`config.mk`:
```
export PLATFORM = sky130hd
export DESIGN_NAME = receiver_controller
export DESIGN_NICKNAME = d
export VERILOG_FILES = /design/src/rtl/receiver_controller.sv
export SDC_FILE = /design/constraint.sdc
export NUM_CORES = 1
export LEC_CHECK = 0
export ABC_AREA = 0
export ABC_CLOCK_PERIOD_IN_PS = 3900
export BUFFER_PORTS_ARGS = -buffer_cell sky130_fd_sc_hd__buf_4
export CELL_PAD_IN_SITES_DETAIL_PLACEMENT = 1
export CELL_PAD_IN_SITES_GLOBAL_PLACEMENT = 1
export CORE_MARGIN = 1
export CORE_UTILIZATION = 29
export CTS_CLUSTER_DIAMETER = 40
export DETAILED_ROUTE_END_ITERATION = 8
export PLACE_DENSITY = 0.6
export SETUP_SLACK_MARGIN = 0.15
export SLEW_MARGIN = 5
export SYNTH_ARGS = -nofsm -noshare
export SYNTH_HDL_FRONTEND = slang
export SYNTH_SLANG_ARGS = --single-unit
```
`constraint.sdc`:
```
create_clock -name clk -period 3.9 [get_ports clk]
set_input_delay 0.78 -clock clk [delete_from_list [all_inputs] [get_ports clk]]
set_output_delay 0.78 -clock clk [all_outputs]
set_load 0.005 [all_outputs]
```
`src/rtl/receiver_controller.sv`:
```
// Receive-side frame parser: hunts for 52 0C 01 D0..D7 CS 9A, verifies it and commits
// the payload, with a button-stepped preview of one committed byte.
module receiver_controller #(
  parameter int unsigned TIMEOUT_CYCLES = 1_000_000
) (
  input  logic        clk,
  input  logic        rst_n,
  input  logic [7:0]  rx_data,
  input  logic        rx_valid,
  input  logic        s3,
  input  logic        s0,
  input  logic        btn_en,
  output logic [63:0] data_out,
  output logic [7:0]  preview_data,
  output logic [2:0]  preview_index,
  output logic        frame_ok,
  output logic        frame_err,
  output logic [1:0]  err_code,
  output logic [7:0]  frame_count
);

  // state | meaning
  // HUNT  | waiting for 0x52 start byte
  // LEN   | expecting 0x0C length
  // FUNC  | expecting 0x01 function code
  // DATA  | collecting 8 payload bytes
  // CSUM  | expecting checksum
  // TAIL  | expecting 0x9A tail
  typedef enum logic [2:0] {HUNT, LEN, FUNC, DATA, CSUM, TAIL} state_t;

  localparam int unsigned CW = (TIMEOUT_CYCLES < 2) ? 1 : $clog2(TIMEOUT_CYCLES);
  localparam logic [CW-1:0] IDLE_LAST = CW'(TIMEOUT_CYCLES - 1);
  localparam logic [7:0] SOF_B  = 8'h52;
  localparam logic [7:0] LEN_B  = 8'h0C;
  localparam logic [7:0] FUNC_B = 8'h01;
  localparam logic [7:0] TAIL_B = 8'h9A;
  localparam logic [7:0] CS_B   = 8'h06;

  state_t          state, state_next;
  logic [7:0]      shadow [8];
  logic [7:0]      committed [8];
  logic [7:0]      sum;
  logic [7:0]      cs_expect;
  logic [2:0]      idx;
  logic [CW-1:0]   idle_cnt;
  logic            s3_prev, s0_prev;
  logic            ok_next, err_next, store_byte, start_data, commit, timeout;
  logic [1:0]      code_next;

  assign cs_expect = CS_B - sum;
  assign timeout   = (state != HUNT) && !rx_valid && (idle_cnt == IDLE_LAST);

  always_ff @(posedge clk or negedge rst_n) begin
    if (!rst_n) state <= HUNT;
    else        state <= state_next;
  end

  always_comb begin
    state_next = state;
    ok_next    = 1'b0;
    err_next   = 1'b0;
    code_next  = 2'b00;
    store_byte = 1'b0;
    start_data = 1'b0;
    commit     = 1'b0;
    if (rx_valid) begin
      case (state)
        HUNT: if (rx_data == SOF_B) state_next = LEN;
        LEN: begin
          if (rx_data == LEN_B) state_next = FUNC;
          else if (rx_data != SOF_B) begin
            err_next = 1'b1; code_next = 2'b01; state_next = HUNT;
          end
        end
        FUNC: begin
          if (rx_data == FUNC_B) begin
            state_next = DATA; start_data = 1'b1;
          end else if (rx_data == SOF_B) state_next = LEN;
          else begin
            err_next = 1'b1; code_next = 2'b01; state_next = HUNT;
          end
        end
        DATA: begin
          store_byte = 1'b1;
          if (idx == 3'd7) state_next = CSUM;
        end
        CSUM: begin
          if (rx_data == cs_expect) state_next = TAIL;
          else begin
            err_next = 1'b1; code_next = 2'b10; state_next = HUNT;
          end
        end
        TAIL: begin
          state_next = HUNT;
          if (rx_data == TAIL_B) begin
            commit = 1'b1; ok_next = 1'b1;
          end else begin
            err_next = 1'b1; code_next = 2'b11;
          end
        end
        default: state_next = HUNT;
      endcase
    end else if (timeout) begin
      err_next = 1'b1; code_next = 2'b00; state_next = HUNT;
    end
  end

  always_ff @(posedge clk or negedge rst_n) begin
    if (!rst_n) begin
      for (int i = 0; i < 8; i++) begin
        shadow[i]    <= '0;
        committed[i] <= '0;
      end
      sum         <= '0;
      idx         <= '0;
      idle_cnt    <= '0;
      frame_ok    <= 1'b0;
      frame_err   <= 1'b0;
      err_code    <= 2'b00;
      frame_count <= '0;
    end else begin
      frame_ok  <= ok_next;
      frame_err <= err_next;
      err_code  <= code_next;
      idle_cnt  <= (rx_valid || state == HUNT || timeout) ? '0 : idle_cnt + CW'(1);
      if (start_data) begin
        idx <= '0;
        sum <= '0;
      end
      if (store_byte) begin
        shadow[idx] <= rx_data;
        sum         <= sum + rx_data;
        idx         <= idx + 3'd1;
      end
      if (commit) begin
        for (int i = 0; i < 8; i++) committed[i] <= shadow[i];
        frame_count <= frame_count + 8'd1;
      end
    end
  end

  // Previous-value registers only advance while sampling is enabled
  always_ff @(posedge clk or negedge rst_n) begin
    if (!rst_n) begin
      s3_prev       <= 1'b0;
      s0_prev       <= 1'b0;
      preview_index <= '0;
    end else if (btn_en) begin
      s3_prev <= s3;
      s0_prev <= s0;
      if (s3 && !s3_prev)      preview_index <= preview_index + 3'd1;
      else if (s0 && !s0_prev) preview_index <= preview_index - 3'd1;
    end
  end

  assign data_out = {committed[0], committed[1], committed[2], committed[3],
                     committed[4], committed[5], committed[6], committed[7]};
  assign preview_data = committed[preview_index];

endmodule

```
; Word level (Yosys, flattened, before mapping)
; Index checks and enable logic that the tools add are counted.
[word_totals]
reg_bits = 179
out_inout_bits = 87
elab_cells = 120
[op_classes]
add_sub_neg = 7
order_cmp = 3
eq_ne = 16
mux = 48
bitwise_logic = 2
n_reduce_logical = 17
[op_table]
columns = op, count
row1 = bitwise mux 64 bit, 1
row2 = two-way mux 8 bit, 5
row3 = two-way mux 3 bit, 11
row4 = binary-select mux 8 bit (select 3 bit), 1
row5 = demux 8 bit (select 3 bit), 1
row6 = two-way mux 1 bit, 21
row7 = "adder 20 x 1 -> 20 bit, second input constant", 1
row8 = "equality test 20 bit, second input constant", 1
row9 = two-way mux 20 bit, 1
row10 = case mux 3 bit (5 select lines), 1
row11 = "equality test 3 bit, second input constant", 3
row12 = "adder 8 x 1 -> 8 bit, second input constant", 1
row13 = adder 8 bit, 1
row14 = "equality test 8 x 1 -> 1 bit, second input constant", 1
row15 = "equality test 8 x 4 -> 1 bit, second input constant", 1
row16 = "equality test 8 x 7 -> 1 bit, second input constant", 1
row17 = equality test 8 bit, 1
row18 = "equality test 8 bit, second input constant", 1
row19 = "greater-or-equal comparator 4 bit, second input constant", 2
row20 = two-way mux 2 bit, 4
row21 = "!= test 8 x 7 -> 1 bit, second input constant", 1
row22 = inverter 3 -> 4 bit, 2
row23 = case mux 2 bit (4 select lines), 1
row24 = "subtractor 3 x 8 -> 8 bit, first input constant", 1
row25 = other kinds (16), 28

; Depth between registers and ports, before layout
[depth]
ltp_word = 6
ltp_mapped = 9

; Worst setup path after synthesis
; No wires, ideal clock.
[synth_path]
path_type = reg-to-output
startpoint = register preview_index[0]
endpoint = output port preview_data[0]
arrival_time_ns = 1.971
path_slack_ns = 1.149
stages_incl_launch_ff = 5
path_cell_list = dfrtp_1 > clkbuf_1 > buf_2 > mux4_2 > mux2_2
[synth_between]
elab_chain_len = 4
[synth_lines]
columns = item, line
row1 = "start, declared", 15  ; output logic [2:0] preview_index,
row2 = "start signal, assigned", 151  ; if (s3 && !s3_prev) preview_index <= preview_index + 3'd1;
row3 = "start signal, assigned", 152  ; else if (s0 && !s0_prev) preview_index <= preview_index - 3'd1;
row4 = inverter 3 -> 4 bit (implied by the code), 158  ; assign preview_data = committed[preview_index];
row5 = binary-select mux 8 bit (select 3 bit), 158
row6 = two-way mux 8 bit (implied by the code) (2 in series), 158
row7 = "end, declared", 14  ; output logic [7:0] preview_data,
; Every way passes these cells. The select of a mux whose other input is x is not followed.

; Final worst setup path
[layout_path]
startpoint = register preview_index[0]
endpoint = output port preview_data[2]
; Same word-level chain as after synthesis.

==> results.yml <==
run_status:
  status: "completed"
critical_path:
  required_ns: 3.12
  crit_arrival_ns: 2.57
  cp-end-kind: "primary output"
  path_buf_inv: 2
  crit_family: "multiplexers"
  max_stage_delay_ns: 0.77
  crit_slowest_cell: "dfrtp_1"
  start_kind: "flop"
  path_cells: "buf_4, mux4_2, mux2_2, buf_4"
  crit_path_max_fanout: 12
  critical_path_class: "reg2out"
  crit_top_cell: "buf_4"
synthesis:
  synth_cells: 764
  yosys.area_share.simple_pct: 18.4
  synth_area_leaders: "dfrtp_1, nand2_1, mux2_2"
  synth_top_cell_by_area: "dfrtp_1"
  async_flop_share_pct: 100
  synth_xor_area_share_pct: 4.28
  ys.flop_type: "dfrtp_1"
  yosysSeqAreaShare_pct: 53.9
  synth_area_per_cell_um2: 10.9
  syn_area_mm2: 0.00831
  yosysMostFrequentCell: "nand2_1"
  synth_top_area_share_pct: 53.9
  synth_nets: 792
  synth-adder-area-share_pct: 2.29
  synth_compound_area_share_pct: 4.56
  ys_top_cells_by_count: "nand2_1, dfrtp_1, mux2_2, nor2_1, clkbuf_1"
  synth-edff-count: 0
  synth_top_family_by_area: "simple AND/OR/NAND/NOR gates"
  synth_cell_type_count: 63
  synth_warnings: 0
  synth_mux_area_share_pct: 14.0
  synth-seq-cells: 179
route:
  ant_nets: 0
  avgRoutedWirePerCell_um: 17.9
  vias: 5939
  drt_iter0_markers: 340
  drt-pass1-iter-count: 4
  totalWireLength_mm: 22.3
  avgViaCountPerCell: 4.77
  drc: 0
sta:
  fmax_ghz: 0.298
  drv_slew: 0
  fin_skew_ns: 0.0136
  maxSlewHeadroom_pct: 46.7
  hold_violations: 0
  min_period_over_period_pct: 85.9
  tns_ns: 0
  min_period_ns: 3.35
  max_slew.worst_pin.slew_ns: 0.799
  finalSetupViolCount: 0
  grt_setup_unrepaired: "false"
power:
  vdd_drop_max_mv: 0.286
  seqPwrFrac_pct: 47.3
  leakagePower_uw: 0.00505
  swShare_pct: 27.5
  p_int_uw: 3100
  clockPowerShare_pct: 42.2
  p_per_area_mw_per_mm2: 424
  p_switching_uw: 1180
  power_frac_comb_pct: 10.5
clock_tree:
  clockRootBuffer: "clkbuf_16"
  clock_tree.buffer_depth: 2
  clock_sinks: 179
  cts_setup_buffers: 0
  holdBufCountCts: 0
  numCtsBuffers: 17
  clkLatencyLatePin_ns: 0.44
  post_cts_resized: 0
  clk_pin_slew_ns: 0.08
  htree_num_levels: 4
  tritoncts: "yes"
cells_and_area:
  fin_area_mm2: 0.0101
  final_cell_count_no_fill: 1245
  regArea_mm2: 0.00448
  multiInputGateArea_mm2: 0.00361
  diodes: 0
  nets: 882
  syn2layout_area_growth_pct: 21.4
  drive_gt1_share_pct: 28.5
  nFillCells: 3118
place:
  hpwl_mm: 15.7
  numPortBuffers: 100
  placedCellCount: 1213
  placed_area_mm2: 0.00947
  gp_congestion: 0.769
grt:
  grt_max_degree: 84
  groute.usage.overall_pct: 16.3
  antenna_found_initial: 0
  grt_first_pass_wirelength_mm: 36.1
  first_global_vias: 6233
  overflow: 0
die:
  dieArea_mm2: 0.0293
  pin_count: 101
  core_mm2: 0.0280
  die_height_um: 171
  rows: 61
  start_util_pct: 29.7
  die_x_um: 171
worst_hold_path:
  hold_path_class: "in2async"
job:
  cap_violations: 0
logic make-up (layout without fill, tap and decap cells):
logic type | count (synthesis) | after routing
multiplexers | 87 | 87
flip-flops | 179 | 179
AO/OA/AOI/OAI | 55 | 55
XOR/XNOR | 39 | 39
buffers and inverters | 52 | 155
AND/OR/NAND/NOR | 338 | 338
adder cells (fa/ha/maj) | 14 | 14
flip-flops by register name, summed over array words and instances, names as in the netlist:
register and flops:
state 3, s0_prev 1, frame_count 8, s3_prev 1, sum 8, frame_err 1, idx 3, shadow 64
preview_index 3, err_code 2, data_out 64, idle_cnt 20, frame_ok 1
placed cells by master (no fill, tap or decap), types with 3 or more instances in the layout:
master and count:
nand2_1 220, dfrtp_1 179, buf_4 111, mux2_2 71, nor2_1 37, xnor2_1 22
clkbuf_16 17, mux4_2 16, xor2_1 16, o21ai_0 15, nand3_1 13, nand4_1 13
ha_1 12, inv_1 9, nand2b_1 7, and3_1 7, a21oi_1 7, nor3_1 7
inv_6 5, or2_2 4, a22o_1 4, inv_8 4, nor3b_1 3, nand4b_1 3
a211oi_1 3, o211ai_1 3
power groups by stage:
stage	clock [µW]	combinational (µW)	sequential, µW
floorplan	0	359	1960
global placement	0	450	2060
detailed placement	0	457	2060
CTS	1860	457	2030
global route	1920	497	2040
finish	1810	448	2020
stage by stage:
stage	util, %	hold slack, ns	total power [µW]	setup WS, ns
2_1_floorplan	-	0.433	2320	1.15
3_3_place_gp	33.8	0.448	2510	0.963
3_5_place_dp	33.8	0.453	2520	0.941
4_1_cts	36.0	0.417	4350	0.437
5_1_grt	36.0	0.432	4460	0.367
6_report	36.0	0.386	4280	0.549
cell type report:
class                      count  share of cell area (%)
clock buffer                  18                    4.35
clock inverter                14                    1.80
inverter                      10                   0.372
multi-input combinational    533                    35.8
sequential                   179                    44.4
tap                          378                    4.69
timing repair buffer         113                    8.57
final timing paths:
path                                   from              end  slack, ns  cells after the start
max                        preview_index[0]  preview_data[2]       0.55                      4
min                                   rst_n     data_out[24]       0.39                      1
max reg2reg                          sum[1]      err_code[1]       1.37                      7
min reg2reg                      shadow[43]     data_out[43]       0.46                      2
max in group asynchronous             rst_n     data_out[61]       2.61                      2
min in group clk                 shadow[43]     data_out[43]       0.46                      2
layer usage:
layer | vias to the layer above | wire length, µm | part of all wire [%] | track usage, %
li1 | 2795 | - | - | -
met1 | 3030 | 10300 | 46 | 21.5
met2 | 92 | 10900 | 49 | 27.0
met3 | 22 | 728 | 3.3 | 2.78
met4 | 0 | 409 | 1.8 | 5.24
met5 | - | 0 | 0 | 0
Note: power is estimated with default switching activity, not from simulation.
